[src/rtl/ysyx_2022040010_wb_stage.sv]
// rtl/ysyx_2022040010_wb_stage.sv - write-back stage: load formatting, regfile write, commit port, retire counter, ebreak halt
module ysyx_2022040010_wb_stage #(
  parameter int XLEN = 64,
  parameter int AW   = 5
) (
  input  logic            clk,
  input  logic            rst,
  input  logic            in_valid,
  output logic            in_ready,
  input  logic [XLEN-1:0] in_pc,
  input  logic [31:0]     in_inst,
  input  logic            in_rd_we,
  input  logic [AW-1:0]   in_rd,
  input  logic [XLEN-1:0] in_alu_res,
  input  logic            in_is_load,
  input  logic [2:0]      in_ld_funct3,
  input  logic [2:0]      in_ld_off,
  input  logic [XLEN-1:0] in_mem_rdata,
  input  logic            in_ebreak,
  output logic            we,
  output logic [AW-1:0]   waddr,
  output logic [XLEN-1:0] wdata,
  output logic            out_valid,
  input  logic            out_ready,
  output logic [XLEN-1:0] out_pc,
  output logic [31:0]     out_inst,
  output logic [63:0]     retire_cnt,
  output logic            halted
);

  typedef enum logic [1:0] {EMPTY, FULL, HALT} state_e;

  state_e          state_q, state_d;
  logic [XLEN-1:0] pc_q, pc_d;
  logic [31:0]     inst_q, inst_d;
  logic [AW-1:0]   rd_q, rd_d;
  logic            rd_we_q, rd_we_d;
  logic [XLEN-1:0] wval_q, wval_d;
  logic            ebreak_q, ebreak_d;
  logic [63:0]     retire_cnt_q, retire_cnt_d;

  logic            is_full;
  logic            accept;
  logic            commit;
  logic [XLEN-1:0] ld_sh;
  logic [XLEN-1:0] ld_val;
  logic [XLEN-1:0] new_wval;

  // Handshake terms; reset forces the stage invisible to both neighbours.
  always_comb begin
    is_full  = (state_q == FULL) && !rst;
    in_ready = !rst && ((state_q == EMPTY) ||
                        ((state_q == FULL) && out_ready && !ebreak_q));
    accept   = in_valid && in_ready;
    commit   = is_full && out_ready;
  end

  // Load data: shift the addressed lane down to bit 0, then extend per funct3.
  always_comb begin
    ld_sh = in_mem_rdata >> {in_ld_off, 3'b000};
    case (in_ld_funct3)
      3'b000:  ld_val = {{(XLEN-8){ld_sh[7]}},   ld_sh[7:0]};
      3'b001:  ld_val = {{(XLEN-16){ld_sh[15]}}, ld_sh[15:0]};
      3'b010:  ld_val = {{(XLEN-32){ld_sh[31]}}, ld_sh[31:0]};
      3'b011:  ld_val = ld_sh;
      3'b100:  ld_val = {{(XLEN-8){1'b0}},  ld_sh[7:0]};
      3'b101:  ld_val = {{(XLEN-16){1'b0}}, ld_sh[15:0]};
      3'b110:  ld_val = {{(XLEN-32){1'b0}}, ld_sh[31:0]};
      default: ld_val = '0;
    endcase
    new_wval = in_is_load ? ld_val : in_alu_res;
  end

  // Next-state: capture on accept, retire on commit, freeze after ebreak.
  always_comb begin
    state_d      = state_q;
    pc_d         = pc_q;
    inst_d       = inst_q;
    rd_d         = rd_q;
    rd_we_d      = rd_we_q;
    wval_d       = wval_q;
    ebreak_d     = ebreak_q;
    retire_cnt_d = commit ? retire_cnt_q + 64'd1 : retire_cnt_q;
    case (state_q)
      EMPTY: if (accept) state_d = FULL;
      FULL: begin
        if (commit) begin
          if (ebreak_q)    state_d = HALT;
          else if (accept) state_d = FULL;
          else             state_d = EMPTY;
        end
      end
      default: state_d = HALT;
    endcase
    if (accept) begin
      pc_d     = in_pc;
      inst_d   = in_inst;
      rd_d     = in_rd;
      rd_we_d  = in_rd_we;
      wval_d   = new_wval;
      ebreak_d = in_ebreak;
    end
  end

  // State and holding register; reset clears everything and drops any held instruction.
  always_ff @(posedge clk) begin
    if (rst) begin
      state_q      <= EMPTY;
      pc_q         <= '0;
      inst_q       <= '0;
      rd_q         <= '0;
      rd_we_q      <= 1'b0;
      wval_q       <= '0;
      ebreak_q     <= 1'b0;
      retire_cnt_q <= '0;
    end else begin
      state_q      <= state_d;
      pc_q         <= pc_d;
      inst_q       <= inst_d;
      rd_q         <= rd_d;
      rd_we_q      <= rd_we_d;
      wval_q       <= wval_d;
      ebreak_q     <= ebreak_d;
      retire_cnt_q <= retire_cnt_d;
    end
  end

  // Register-file write port is live in the commit cycle so the bypass sees it.
  always_comb begin
    we         = commit && rd_we_q && (rd_q != '0);
    waddr      = is_full ? rd_q : '0;
    wdata      = is_full ? wval_q : '0;
    out_valid  = is_full;
    out_pc     = pc_q;
    out_inst   = inst_q;
    retire_cnt = retire_cnt_q;
    halted     = (state_q == HALT) && !rst;
  end

endmodule

[config.mk]
export PLATFORM = sky130hd
export DESIGN_NAME = ysyx_2022040010_wb_stage
export DESIGN_NICKNAME = d
export VERILOG_FILES = /design/src/rtl/ysyx_2022040010_wb_stage.sv
export SDC_FILE = /design/constraint.sdc
export NUM_CORES = 1
export LEC_CHECK = 0
export ABC_CLOCK_PERIOD_IN_PS = 6060
export BUFFER_PORTS_ARGS = -buffer_cell sky130_fd_sc_hd__buf_2
export CORE_AREA = 5 5 184 186
export CTS_CLUSTER_DIAMETER = 80
export DETAILED_ROUTE_END_ITERATION = 8
export DIE_AREA = 0 0 189 191
export PLACE_DENSITY = 0.77
export SYNTH_ARGS = -nofsm -noshare
export SYNTH_HDL_FRONTEND = slang
export SYNTH_SLANG_ARGS = --single-unit
export TNS_END_PERCENT = 5
[constraint.sdc]
create_clock -name clk -period 6.06 [get_ports clk]
set_clock_uncertainty 0.1 [all_clocks]
set_input_delay 0.303 -clock clk [delete_from_list [all_inputs] [get_ports clk]]
set_output_delay 0.303 -clock clk [all_outputs]
set_load 0.005 [all_outputs]
Word level (Yosys, flattened, before mapping). Index checks and enable logic that the tools add are counted.

$add $sub $neg: 1. Eq/ne operators: 10. Shifts and indexed selects: 1. Multiplexer cells: 9. Reduce and logical (&&, ||, !) cells: 16.

Operators by type and width (number): 64-bit one-hot mux with 7 select lines (1); 64-bit two-way mux (2); 64-bit by 1-bit adder with 64-bit output (second input constant) (1); 64-bit by 6-bit right shift with 64-bit output (1); 3-bit == test (second input constant) (3); 1-bit logical AND (9); 3-bit by 2-bit == test with 1-bit output (second input constant) (2); 2-bit two-way mux (3); 5-bit two-way mux (1); 5-bit nonzero test (1); 2-bit inequality test (second input constant) (2); 2-bit one-hot mux with 2 select lines (1); 3-bit by 1-bit == test with 1-bit output (second input constant) (1); 3-bit logical NOT (1); 2-bit by 1-bit == test with 1-bit output (second input constant) (1); 2-bit == test (second input constant) (1); 1-bit logical NOT (2); 2-bit logical NOT (1); 2-bit AND reduction (1); 1-bit logical OR (1); 1-bit two-way mux (1).

Bits in registers: 233. Bits of input ports: 242. Output and inout port bits: 233. Word-level logic and storage cells: 45.

Logic depth before layout (Yosys ltp).
Depth after elaboration: 10. Gate-level depth with buffers: 8. Mapped depth without buffers: 6.

Worst setup path before layout. OpenSTA, ideal clock, no wires.

Path kind: register to register. Start point: register retire_cnt_q[20] (netlist: retire_cnt[20]). End point: register retire_cnt_q[59] (netlist: retire_cnt[59]). Library setup time: 70 ps. Data arrival time: 2340 ps. Data required time: 5890 ps. Setup slack: 3550 ps. Cell stages (with the launch flop): 8. Path buffers: 2. Clock period less this slack: 2510 ps. Path through: dfxtp_1 buf_2 nand3_1 or4_1 buf_2 or4_4 or4_1 a21oi_1.

Cells in the longest elaborated chain, start to end: 1.

Ends and longest elaborated chain: from (decl) (RTL line 40) `logic [63:0] retire_cnt_q, retire_cnt_d;`; from (signal assigned) (RTL line 124) `retire_cnt_q <= retire_cnt_d;`; 64-bit by 1-bit adder with 64-bit output (RTL line 83) `retire_cnt_d = commit ? retire_cnt_q + 64'd1 : retire_cnt_q;`.

No other way between the ends. A chain may end at the register's enable or synchronous reset.

Final worst setup path.
Start point: register state_q[1]. End point: register wval_q[33].

Cells in the longest elaborated chain, start to end: 6. Elaborated cells between the ends (all ways): 7. Those cells by class: eq/ne: 1; reduce/logical: 6.

Ends and longest elaborated chain: from (decl) (RTL line 33) `state_e state_q, state_d;`; from (signal assigned) (RTL line 117) `state_q <= state_d;`; 2-bit by 1-bit == test with 1-bit output (RTL line 53) `((state_q == FULL) && out_ready && !ebreak_q));`; 1-bit logical AND (2 in series) (RTL line 53); 1-bit logical OR * (RTL line 52) `in_ready = !rst && ((state_q == EMPTY) ||`; 1-bit logical AND * (RTL line 52); 1-bit logical AND * (RTL line 54) `accept = in_valid && in_ready;`; to (signal assigned) (RTL line 122) `wval_q <= wval_d;`; to (decl) (RTL line 38) `logic [XLEN-1:0] wval_q, wval_d;`.

Mark *: on every way between the ends. The rest lies on a longest branch, timed or not.

==> results.cfg <==
[cts]
cts_buffer_depth = 3
insertion_delay_ps = 540
htree_levels = 1
cts_tree = done
root_buffer = clkbuf_16
clkTransAtPathRegs_ps = 60
clock-sinks = 233
cts_buffers = 27

[critical_path]
start_kind = register
slowest_delay_ps = 890
r2r-end = wval_q[33]
path_max_fanout = 100
cp.arrival_ps = 3850
rrSetupSlack_ps = 2540
r2r_cells = 7
end_kind = register
cpLargestDelayFamily = buffers and inverters
critical_path.startpoint = state_q[1]
slowest_stage = buf_4
path_class = reg -> reg
path_buf_inv = 2
cp.required_ps = 6380
cp_common_cell = buf_4
path_cells = or3b_2 -> a21oi_4 -> buf_4 -> buf_4 -> nor2_1 -> a31oi_1 -> o21ai_0
r2r_start = state_q[1]

[die]
ios = 475
die_area_mm2 = 0.03610
die_x_um = 189
die_y_um = 191
initial_core_util_pct = 39.26
num_rows = 66
core_area_mm2 = 0.03212

[sta]
final.setup.worst_slack_ps = 2535
period_share_pct = 58.16
rsz0062_at_grt = false
tns_ps = 0
fin_hold_ws_ps = 23.26
min_period_ps = 3525
max_freq_mhz = 283.7
tightest_slew_ps = 1079
slew_viol_final = 0
relSlewSlack_pct = 28.05
hold_viol_final = 0
setup_viol = 0

[power_and_ir_drop]
p_int_mw = 3.086
leakage_nw = 7.888
p_clk_share_pct = 43.9
ir_drop_mv = 0.1945
switching_share_pct = 26.74
pwr-share-comb_pct = 16.5
seq_power_share_pct = 39.6
p_per_area_mw_per_mm2 = 238.5
net-switching-power_mw = 1.126

[drt]
dr.pass1.iters = 6
finalWirelength_mm = 52.14
vias = 14595
vias_per_cell = 5.822
dr.first_iter.drc_count = 1244
wire_per_inst_um = 20.80
drtAntennaViolNets = 0
drc_errors = 0

[yosys]
synthTopCellsByArea = dfxtp_1 37%, nand2_1 8.0%, nand3b_1 7.6%
ys_types = 59
synth_fp_nets = 1781
ys_warn_count = 0
synth_ff_type = dfxtp_1
yosysTopAreaCellShare_pct = 36.98
synth-async-reset-ratio_pct = 0
syn-cell-area_mm2 = 0.01261
netlist_instances = 1538
ys_ff_latch = 233
postSynthAreaPerCell_um2 = 8.200
seq_area_frac_synth_pct = 36.98
synth_edf_count = 0
yosysTopAreaCell = dfxtp_1

[finish]
most-common-layout-cells = 472 x buf_2, 270 x nand2_1, 233 x dfxtp_1
fin_cells = 2507
fin_area_mm2 = 0.01766
final_common_cell = buf_2
fill_cells = 2817
drive_gt1_share_pct = 28.24
final_net_count = 2311
areaGrowthSynthToFinish_pct = 40.04

[hold_path]
min_from = in_alu_res[2]
min_path_type = in -> reg
whs_endpoint = wval_q[2]
hold_path_depth = 3

[global_routing]
grt_pass1_vias = 14086
grt_pass1_wl_mm = 78.59
antenna_found_initial = 13
grtUsageTotal_pct = 26.84
grt_max_degree = 126
grt_overflow = 0

[placement]
hpwl_mm = 35.41
pre_cts_ws_ps = 2322
placed_cells = 2297
place.gp.congestion = 0.9481
post_dp_cell_area_mm2 = 0.01513
io_buffers = 474

[flow_run]
maxCapViolations = 0

[run_status]
run_status = complete, no violations
sequential cells by signal, indices dropped and copies added (netlist names):
name        cells
out_pc         64
retire_cnt     64
wval_q         64
out_inst       32
rd_q            5
state_q         2
ebreak_q        1
rd_we_q         1
power groups by stage:
stage               Combinational (mW)  Sequential, mW  Clock, mW
floorplan                        0.331            1.69          0
global placement                 0.588            1.69          0
detailed placement               0.598            1.70          0
CTS                              0.677            1.66       1.88
global route                     0.747            1.68       1.93
finish                           0.695            1.67       1.85
cell families after synthesis:
| kind of cell | after synthesis | share of synthesized area, % |
|---|---|---|
| DFF | 233 | 36.98 |
| xor gates and xnor gates | 26 | 1.805 |
| adders and majority gates | 1 | 0.09919 |
| buffers and inverters | 157 | 4.732 |
| muxes | 75 | 9.028 |
| and+or+nand+nor | 773 | 32.82 |
| AOI/OAI and AO/OA | 273 | 14.53 |
area by class of cell:
type | count | area (um2) | area share, %
multi-input cells | 1148 | 7391 | 41.85
flip-flops and latches | 233 | 4664 | 26.41
repair buffers | 640 | 4003 | 22.66
clock buffers | 32 | 714.4 | 4.045
well taps | 408 | 510.5 | 2.890
clock inverters | 18 | 286.5 | 1.622
inverters | 18 | 67.56 | 0.3825
diodes | 10 | 25.02 | 0.1417
stage by stage:
step,util (%),total power [mW]
floorplan,-,2.024
global placement,47.11,2.282
detailed placement,47.11,2.294
CTS,54.90,4.221
global route,54.94,4.352
finish,54.98,4.212
worst max-delay path by stage:
| stage | to | depth (start not counted) |
|---|---|---|
| detailed placement | wval_q[50] | 8 |
| CTS | wval_q[50] | 7 |
| floorplan | retire_cnt[59] | 7 |
| global placement | wval_q[55] | 8 |
| global route | wval_q[50] | 7 |
| finish | wval_q[33] | 7 |
worst min-delay path, cell delays in order:
cell and delay (ps):
buf_2 90, a21oi_1 100, o21ai_0 140
routing by layer:
layer | track usage [%] | vias up | wire length (um)
met2 | 43.80 | 849 | 24400
met5 | 0 | - | 82
li1 | - | 6624 | -
met3 | 6.592 | 199 | 5262
met1 | 32.94 | 6911 | 19390
met4 | 14.04 | 12 | 3006
cell usage after synthesis, drive strengths merged, types with 3 or more instances:
library cell  instances
a2111oi               8
a211oi               10
a21o                 10
a21oi                65
a221oi                7
a311oi                7
a31oi                39
a32oi                 7
and2                 16
and3                  6
and4                 12
buf                  15
clkbuf              124
dfxtp               233
inv                  18
mux2                 10
mux2i                35
mux4                 30
nand2               270
nand2b               39
nand3                45
nand3b              127
nand4                20
nand4b                3
nor2                117
nor2b                23
nor3                  3
nor3b                27
nor4                 12
nor4b                 9
o2111ai              17
o211ai               10
o21ai                38
o22a                  8
o2bb2ai               8
o31ai                31
or3                   3
or4                  35
xnor2                 4
xor2                 22
repair_timing:
action                                 CTS  global route
gates resized for setup                  0             0
endpoints found under the hold margin  151             0
hold buffers                           150             0
setup buffers                            0             0
Power figures use the tool's default switching activity.
